File: src/rtl/if_branch_prediction_bht_pkg.sv
// Shared helpers for the bimodal/gshare branch history table: counter update and index hash.
package bp_pkg;

  localparam int CNT_BITS_DEF = 2;

  // Saturating step of a counter up to 4 bits wide; cnt_bits selects the ceiling.
  function automatic logic [3:0] sat_update(input logic [3:0] cnt, input logic take, input int cnt_bits);
    logic [3:0] top;
    top = 4'((5'd1 << cnt_bits) - 5'd1);
    if (take) begin
      if (cnt == top) sat_update = cnt;
      else            sat_update = cnt + 4'd1;
    end else begin
      if (cnt == 4'd0) sat_update = cnt;
      else             sat_update = cnt - 4'd1;
    end
  endfunction

  function automatic logic [15:0] bp_index(input logic [31:0] pc, input logic [15:0] ghr,
                                           input int pc_lsb, input int index_bits);
    logic [31:0] mask;
    logic [31:0] raw;
    mask = (32'd1 << index_bits) - 32'd1;
    raw  = ((pc >> pc_lsb) ^ {16'd0, ghr}) & mask;
    bp_index = raw[15:0];
  endfunction

endpackage

File: src/rtl/if_branch_prediction_bht_table.sv
// Register array of saturating counters: one write port, two combinational read ports.
module bp_sat_counter_table
  import bp_pkg::*;
#(
  parameter int INDEX_BITS = 6,
  parameter int CNT_BITS   = CNT_BITS_DEF
) (
  input  logic                  clk,
  input  logic                  reset,
  input  logic                  we,
  input  logic [INDEX_BITS-1:0] waddr,
  input  logic [CNT_BITS-1:0]   wdata,
  input  logic [INDEX_BITS-1:0] raddr_a,
  output logic [CNT_BITS-1:0]   rdata_a,
  input  logic [INDEX_BITS-1:0] raddr_b,
  output logic [CNT_BITS-1:0]   rdata_b
);

  localparam int ENTRIES = 1 << INDEX_BITS;
  localparam logic [CNT_BITS-1:0] INIT = CNT_BITS'(1) << (CNT_BITS - 1);

  logic [CNT_BITS-1:0] mem [ENTRIES];

  // Counter storage; reset parks every entry at weakly-taken and beats any write.
  always_ff @(posedge clk) begin
    if (!reset) begin
      for (int i = 0; i < ENTRIES; i++) mem[i] <= INIT;
    end else if (we) begin
      mem[waddr] <= wdata;
    end else begin
      mem[waddr] <= mem[waddr];
    end
  end

  assign rdata_a = mem[raddr_a];
  assign rdata_b = mem[raddr_b];

endmodule

File: src/rtl/if_branch_prediction_bht.sv
// IF-stage dynamic branch predictor (saturating-counter BHT); define GSHARE_EN to hash the index with global history.
module if_branch_prediction_bht
  import bp_pkg::*;
#(
  parameter int INDEX_BITS = 6,
  parameter int CNT_BITS   = CNT_BITS_DEF,
  parameter int PC_LSB     = 2,
  parameter int HIST_BITS  = 6,
  parameter int PERF_BITS  = 32
) (
  input  logic                 clk,
  input  logic                 reset,
  input  logic [31:0]          pc_query,
  input  logic                 pc_jmp_feedback,
  input  logic                 pc_jmp_take,
  input  logic [31:0]          pc_stash_base,
  input  logic [31:0]          pc_jmp,
  output logic                 pc_prediction_take,
  output logic [PERF_BITS-1:0] perf_branches,
  output logic [PERF_BITS-1:0] perf_mispredicts,
  output logic [31:0]          last_target
);

  logic [15:0]           hist_s;
  logic [INDEX_BITS-1:0] q_idx_s;
  logic [INDEX_BITS-1:0] u_idx_s;
  logic [CNT_BITS-1:0]   q_cnt_s;
  logic [CNT_BITS-1:0]   u_cnt_s;
  logic [CNT_BITS-1:0]   u_next_s;
  logic                  mispredict_s;

`ifdef GSHARE_EN
  logic [HIST_BITS-1:0] ghr;

  // Global history shifts in each resolved outcome; both indices see the pre-shift value.
  always_ff @(posedge clk) begin
    if (!reset) begin
      ghr <= {HIST_BITS{1'b0}};
    end else if (pc_jmp_feedback) begin
      ghr <= HIST_BITS'({ghr, pc_jmp_take});
    end else begin
      ghr <= ghr;
    end
  end

  assign hist_s = 16'(ghr);
`else
  logic [HIST_BITS-1:0] ghr_zero_s;
  assign ghr_zero_s = {HIST_BITS{1'b0}};
  assign hist_s     = 16'(ghr_zero_s);
`endif

  assign q_idx_s      = INDEX_BITS'(bp_index(pc_query, hist_s, PC_LSB, INDEX_BITS));
  assign u_idx_s      = INDEX_BITS'(bp_index(pc_stash_base, hist_s, PC_LSB, INDEX_BITS));
  assign u_next_s     = CNT_BITS'(sat_update(4'(u_cnt_s), pc_jmp_take, CNT_BITS));
  assign mispredict_s = (u_cnt_s[CNT_BITS-1] != pc_jmp_take);

  bp_sat_counter_table #(
    .INDEX_BITS (INDEX_BITS),
    .CNT_BITS   (CNT_BITS)
  ) u_table (
    .clk     (clk),
    .reset   (reset),
    .we      (pc_jmp_feedback),
    .waddr   (u_idx_s),
    .wdata   (u_next_s),
    .raddr_a (q_idx_s),
    .rdata_a (q_cnt_s),
    .raddr_b (u_idx_s),
    .rdata_b (u_cnt_s)
  );

  // Legacy always-taken answer while reset is held.
  assign pc_prediction_take = reset ? q_cnt_s[CNT_BITS-1] : 1'b1;

  // Perf counters wrap freely; last_target is a debug capture only.
  always_ff @(posedge clk) begin
    if (!reset) begin
      perf_branches    <= {PERF_BITS{1'b0}};
      perf_mispredicts <= {PERF_BITS{1'b0}};
      last_target      <= 32'd0;
    end else if (pc_jmp_feedback) begin
      perf_branches    <= perf_branches + PERF_BITS'(1);
      perf_mispredicts <= mispredict_s ? perf_mispredicts + PERF_BITS'(1) : perf_mispredicts;
      last_target      <= pc_jmp;
    end else begin
      perf_branches    <= perf_branches;
      perf_mispredicts <= perf_mispredicts;
      last_target      <= last_target;
    end
  end

endmodule

File: config.mk
export PLATFORM = sky130hd
export DESIGN_NAME = if_branch_prediction_bht
export DESIGN_NICKNAME = d
export VERILOG_FILES = /design/src/rtl/if_branch_prediction_bht_pkg.sv /design/src/rtl/if_branch_prediction_bht_table.sv /design/src/rtl/if_branch_prediction_bht.sv
export SDC_FILE = /design/constraint.sdc
export NUM_CORES = 1
export LEC_CHECK = 0
export BUFFER_PORTS_ARGS = -buffer_cell sky130_fd_sc_hd__buf_2
export CELL_PAD_IN_SITES_DETAIL_PLACEMENT = 2
export CELL_PAD_IN_SITES_GLOBAL_PLACEMENT = 2
export CORE_ASPECT_RATIO = 0.5
export CORE_MARGIN = 2
export CORE_UTILIZATION = 40
export CTS_CLUSTER_DIAMETER = 120
export CTS_CLUSTER_SIZE = 10
export DETAILED_ROUTE_END_ITERATION = 12
export PLACE_DENSITY = 0.89
export RECOVER_POWER = 50
export SLEW_MARGIN = 10
export SYNTH_ARGS = -nofsm -noshare
export SYNTH_HDL_FRONTEND = slang
export SYNTH_SLANG_ARGS = --single-unit
File: constraint.sdc
create_clock -name clk -period 6.4 [get_ports clk]
set_input_delay 0.64 -clock clk [delete_from_list [all_inputs] [get_ports clk]]
set_output_delay 0.64 -clock clk [all_outputs]
set_load 0.02 [all_outputs]
# Word-level counts from Yosys, hierarchy flattened
# Memories as Yosys holds them, arrays and structs flattened.
# Index checks and enable logic that the tools add are counted.
# totals
regBits	96
ram_bits	128
n_memories	1
# mem_list
memory	words	width	read_ports	rd_ports_with_merged_regs	wr	line_no	source
u_table.mem	64	2	2	0	64	if_branch_prediction_bht_table.sv:22	logic [CNT_BITS-1:0] mem [ENTRIES];
# op_classes
addsub	4
eq_ne	2
mux	15
bitwise_logic	1
reduce_logical	3
# op_table
cell	n
adder 32 x 1 -> 32 bit (second input constant)	2
2-to-1 mux 2 bit	5
2-to-1 mux 1 bit	9
2-to-1 mux 6 bit	1
adder 2 x 1 -> 2 bit (second input constant)	1
== test 2 bit (second input constant)	1
logical NOT 2 bit	1
AND reduction 2 bit	1
OR reduction 2 bit	1
subtractor 2 x 1 -> 2 bit (second input constant)	1
!= test 1 bit	1
OR 1 bit	1

# Logic depth before layout (Yosys ltp)
# depth
word_depth	6
depth_mapped	13
depth_no_buf	8

# Hierarchy
# From an unflattened synthesis, not the netlist that was laid out.
# unflattened
hier_cells	1047
hier_area_um2	11626.2
# modules_own_cells
module	instances	cells_each	area_per_inst_um2	seq_area_each_um2
bp_sat_counter_table	1	586	7450.9	3843.7
if_branch_prediction_bht	1	461	4175.3	1921.8

# Worst setup path after synthesis
# Ideal clock, no wire load.
# synth_timing
path_type	in2out
startpoint	input port pc_query[2]
endpoint	output port pc_prediction_take
t_arrival_ps	3266
t_required_ps	5760
slack_ps	2494
stages	6
n_path_buf	2
cell_sequence	clkbuf_1 > buf_1 > mux4_2 > mux4_2 > mux4_2 > nand2b_1
# synth_between
elab_chain_len	2
# synth_lines
item	line_no	source
start: declaration	if_branch_prediction_bht.sv:13	input logic [31:0] pc_query,
memory (64 x 2 bit)	n/a	
2-to-1 mux 1 bit	if_branch_prediction_bht.sv:74	assign pc_prediction_take = reset ? q_cnt_s[CNT_BITS-1] : 1'b1;
end: declaration	if_branch_prediction_bht.sv:18	output logic pc_prediction_take,
# Every way passes these cells.

==> metrics.md <==
| Metric | Value |
|---|---|
| Outcome | complete, but fails checks |
| Failing checks | max-capacitance violations, max-slew violations |
| DRT Pass-1 Iters | 5 |
| Fin nets | 1328 |
| Reg-to-reg slack, setup | 2360 ps |
| Fillcell total | 3019 |
| Clock latency on the worst-skew pair | 550 ps |
| Final Util | 0.461 |
| CTS resizes | 0 |
| Htree depth | 1 |
| Netlist cell types | 71 |
| Starting Density | 0.411 |
| Total routed wirelength | 51100 microns |
| CP Max Fanout | 35 |
| Seq/Total Area, Yosys | 0.479 |
| Clock buffer depth | 3 |
| TritonCTS buffer count | 26 |
| Fin Setup TNS | 0 ps |
| Yosys warns | 0 |
| Global-route wire length before repair | 77700 microns |
| Synth Instances | 1134 |
| Post-DP HPWL | 32300 microns |
| Clk pin slew, worst setup/hold paths | 60 ps |
| CTS tree | built |
| Max Slew Vio Count | 111 |
| Pin count of the biggest net entering global routing | 86 |
| Slew @ Worst Pin | 4030 ps |
| Port buffer count | 144 |
| Leak Pwr | 4.19 nW |
| Area after DPL | 0.0129 sq mm |
| Hold path cells | 3 |
| CP Launch Type | input pin |
| Reg2Reg Depth | 8 |
| Design area | 0.0135 sq mm |
| Core Area | 0.0293 sq mm |
| Synthesis-stage register bit count | 224 |
| Routability congestion estimate | 0.826 |
| Crit path kind | in -> reg |
| DRC | 0 |
| Setup crit start | pc_stash_base[4] |
| Layout cells sized above 1 | 0.130 |
| Vert. Die Dim | 127 microns |
| Period utilization | 0.823 |
| Row count | 44 |
| Die Area | 0.0316 sq mm |
| Pwr dens | 254 mW/mm^2 |
| Most used DFF post-synth | edfxtp_1 |
| Post-Syn Nets | 1236 |
| HP Class | in -> reg |
| Root Buffer | clkbuf_16 |
| Clk sinks | 224 |
| Number of max-cap violations | 2 |
| Slew headroom | -1.69 |
| Post-CTS setup buffer count | 0 |
| Post-CTS Hold Buffers | 0 |
| Vias in the first global route | 11800 |
| Ports | 197 |
| Diodes inserted | 0 |
| Critical path data arrival time | 5500 ps |
| Congestion Overflow GR | 0 |
| Die X | 249 microns |
| Hold Slack | 348 ps |
| Drt initial violations | 1152 |
| Syn avg cell area | 10.6 sq um |
| Worst Hold Path EP | last_target[22] |
| P&R area growth vs syn | 12.3% |
| Worst vdd ir | 0.000167 V |
| Crit path time final | 5270 ps |
| Synth async-reset ratio | 0 |
| Element type at the critical path end | flop |
| Vias/cell | 6.67 |
| WP data required | 6640 ps |
| DRT antenna net count | 0 |
| RSZ-0062 raised after global routing | no |
| Critical R2R Launch | u_table.mem[1][1] |
| Synth Cell Area | 0.0120 sq mm |
| Final setup viols | 0 |
| Vias | 10900 |
| Initial antenna violation count | 0 |
| Hold Path Origin | pc_jmp[22] |
| Final Hold Fails | 0 |
| Number of synthesized flops with an enable pin | 128 |
| Reg-to-reg critical path endpoint | u_table.mem[43][0] |
| Max frequency | 0.190 GHz |
| Clock skew | 19.5 ps |
| DR WL/cell | 31.3 microns |
| GRT Total Usage | 0.323 |
placed cells by master (no fill, tap or decap), types with 32 or more instances in the layout:
cell	instances
o211ai_1	56
clkbuf_1	118
dfxtp_1	96
a21oi_1	82
edfxtp_1	128
nand2_1	122
mux2i_1	54
inv_1	32
o21ai_0	58
nor2_1	85
buf_2	47
mux4_2	42
logic make-up after synthesis:
logic type	count (synthesis)	synth area share
mux	101	0.132
simple gates	351	0.144
fa+ha+maj	3	0.00291
compound gates	300	0.171
xor+xnor	24	0.0175
buf+inv	131	0.0532
flops	224	0.479
sequential cells by signal (all words and copies together) (netlist names):
signal and count:
u_table.mem 128, last_target 32, perf_branches 32, perf_mispredicts 32
synthesized netlist by cell type, types with 14 or more instances:
master	instances	share of area
nand3_1	25	0.010
buf_2	33	0.014
a21oi_1	82	0.034
nand2_1	122	0.038
inv_1	32	0.010
nor2_1	86	0.027
clkbuf_1	39	0.012
o211ai_1	56	0.035
mux2i_1	54	0.045
nand4_1	14	0.0073
o21bai_1	20	0.012
edfxtp_1	128	0.32
mux4_2	42	0.079
o21ai_0	58	0.024
and3_1	14	0.0073
o41ai_1	22	0.016
dfxtp_1	96	0.16
cell type report:
| cell class | count | area [sq um] | share of cell area |
|---|---|---|---|
| clock buffers | 42 | 732 | 0.0542 |
| clock inverters | 1 | 8.76 | 0.000648 |
| inverters | 32 | 120 | 0.00889 |
| multi-input cells | 779 | 5650 | 0.418 |
| flip-flops and latches | 224 | 5770 | 0.427 |
| well taps | 391 | 489 | 0.0362 |
| repair buffers | 163 | 744 | 0.0551 |
worst max path at each step:
stage | to | slack [ps] | depth (start not counted)
after floorplan | pc_prediction_take | 2490 | 6
after global placement | u_table.mem[34][0] | 1600 | 10
after detailed placement | u_table.mem[6][0] | 1270 | 10
after CTS | u_table.mem[6][0] | 1830 | 10
after global routing | u_table.mem[43][0] | 1030 | 10
final | u_table.mem[43][0] | 1130 | 10
power breakdown:
group | leakage, nW | total, mW | switching (mW) | internal, mW
combinational | 1.95 | 0.440 | 0.333 | 0.107
sequential | 1.88 | 1.58 | 0.0225 | 1.55
clock | 0.355 | 1.42 | 0.642 | 0.775
total | 4.19 | 3.43 | 0.997 | 2.44
metrics by stage:
step | worst slack (ps) | total power [mW] | instances
finish | 1130 | 3.43 | 1632
global route | 1030 | 3.51 | 1632
CTS | 1830 | 3.43 | 1632
detailed placement | 1270 | 2.02 | 1589
global placement | 1600 | 1.99 | 1589
floorplan | 2490 | 1.87 | 1134
metal layers:
layer / GRT usage / up-vias / wire length (microns)
met5: 0 / - / 0
met4: 0.185 / 0 / 3300
met3: 0.0640 / 224 / 3830
met2: 0.564 / 650 / 25000
met1: 0.375 / 5557 / 18900
li1: - / 4456 / -
worst max-delay path, cell delays in order:
cell	delay, ps
buf_2	690
clkbuf_1	940
mux4_1	460
a22oi_1	350
and3_1	340
o2111a_2	430
nand2_2	220
a41oi_4	750
buf_4	460
a21oi_1	200
No activity file was read; power rests on OpenSTA's default activity.
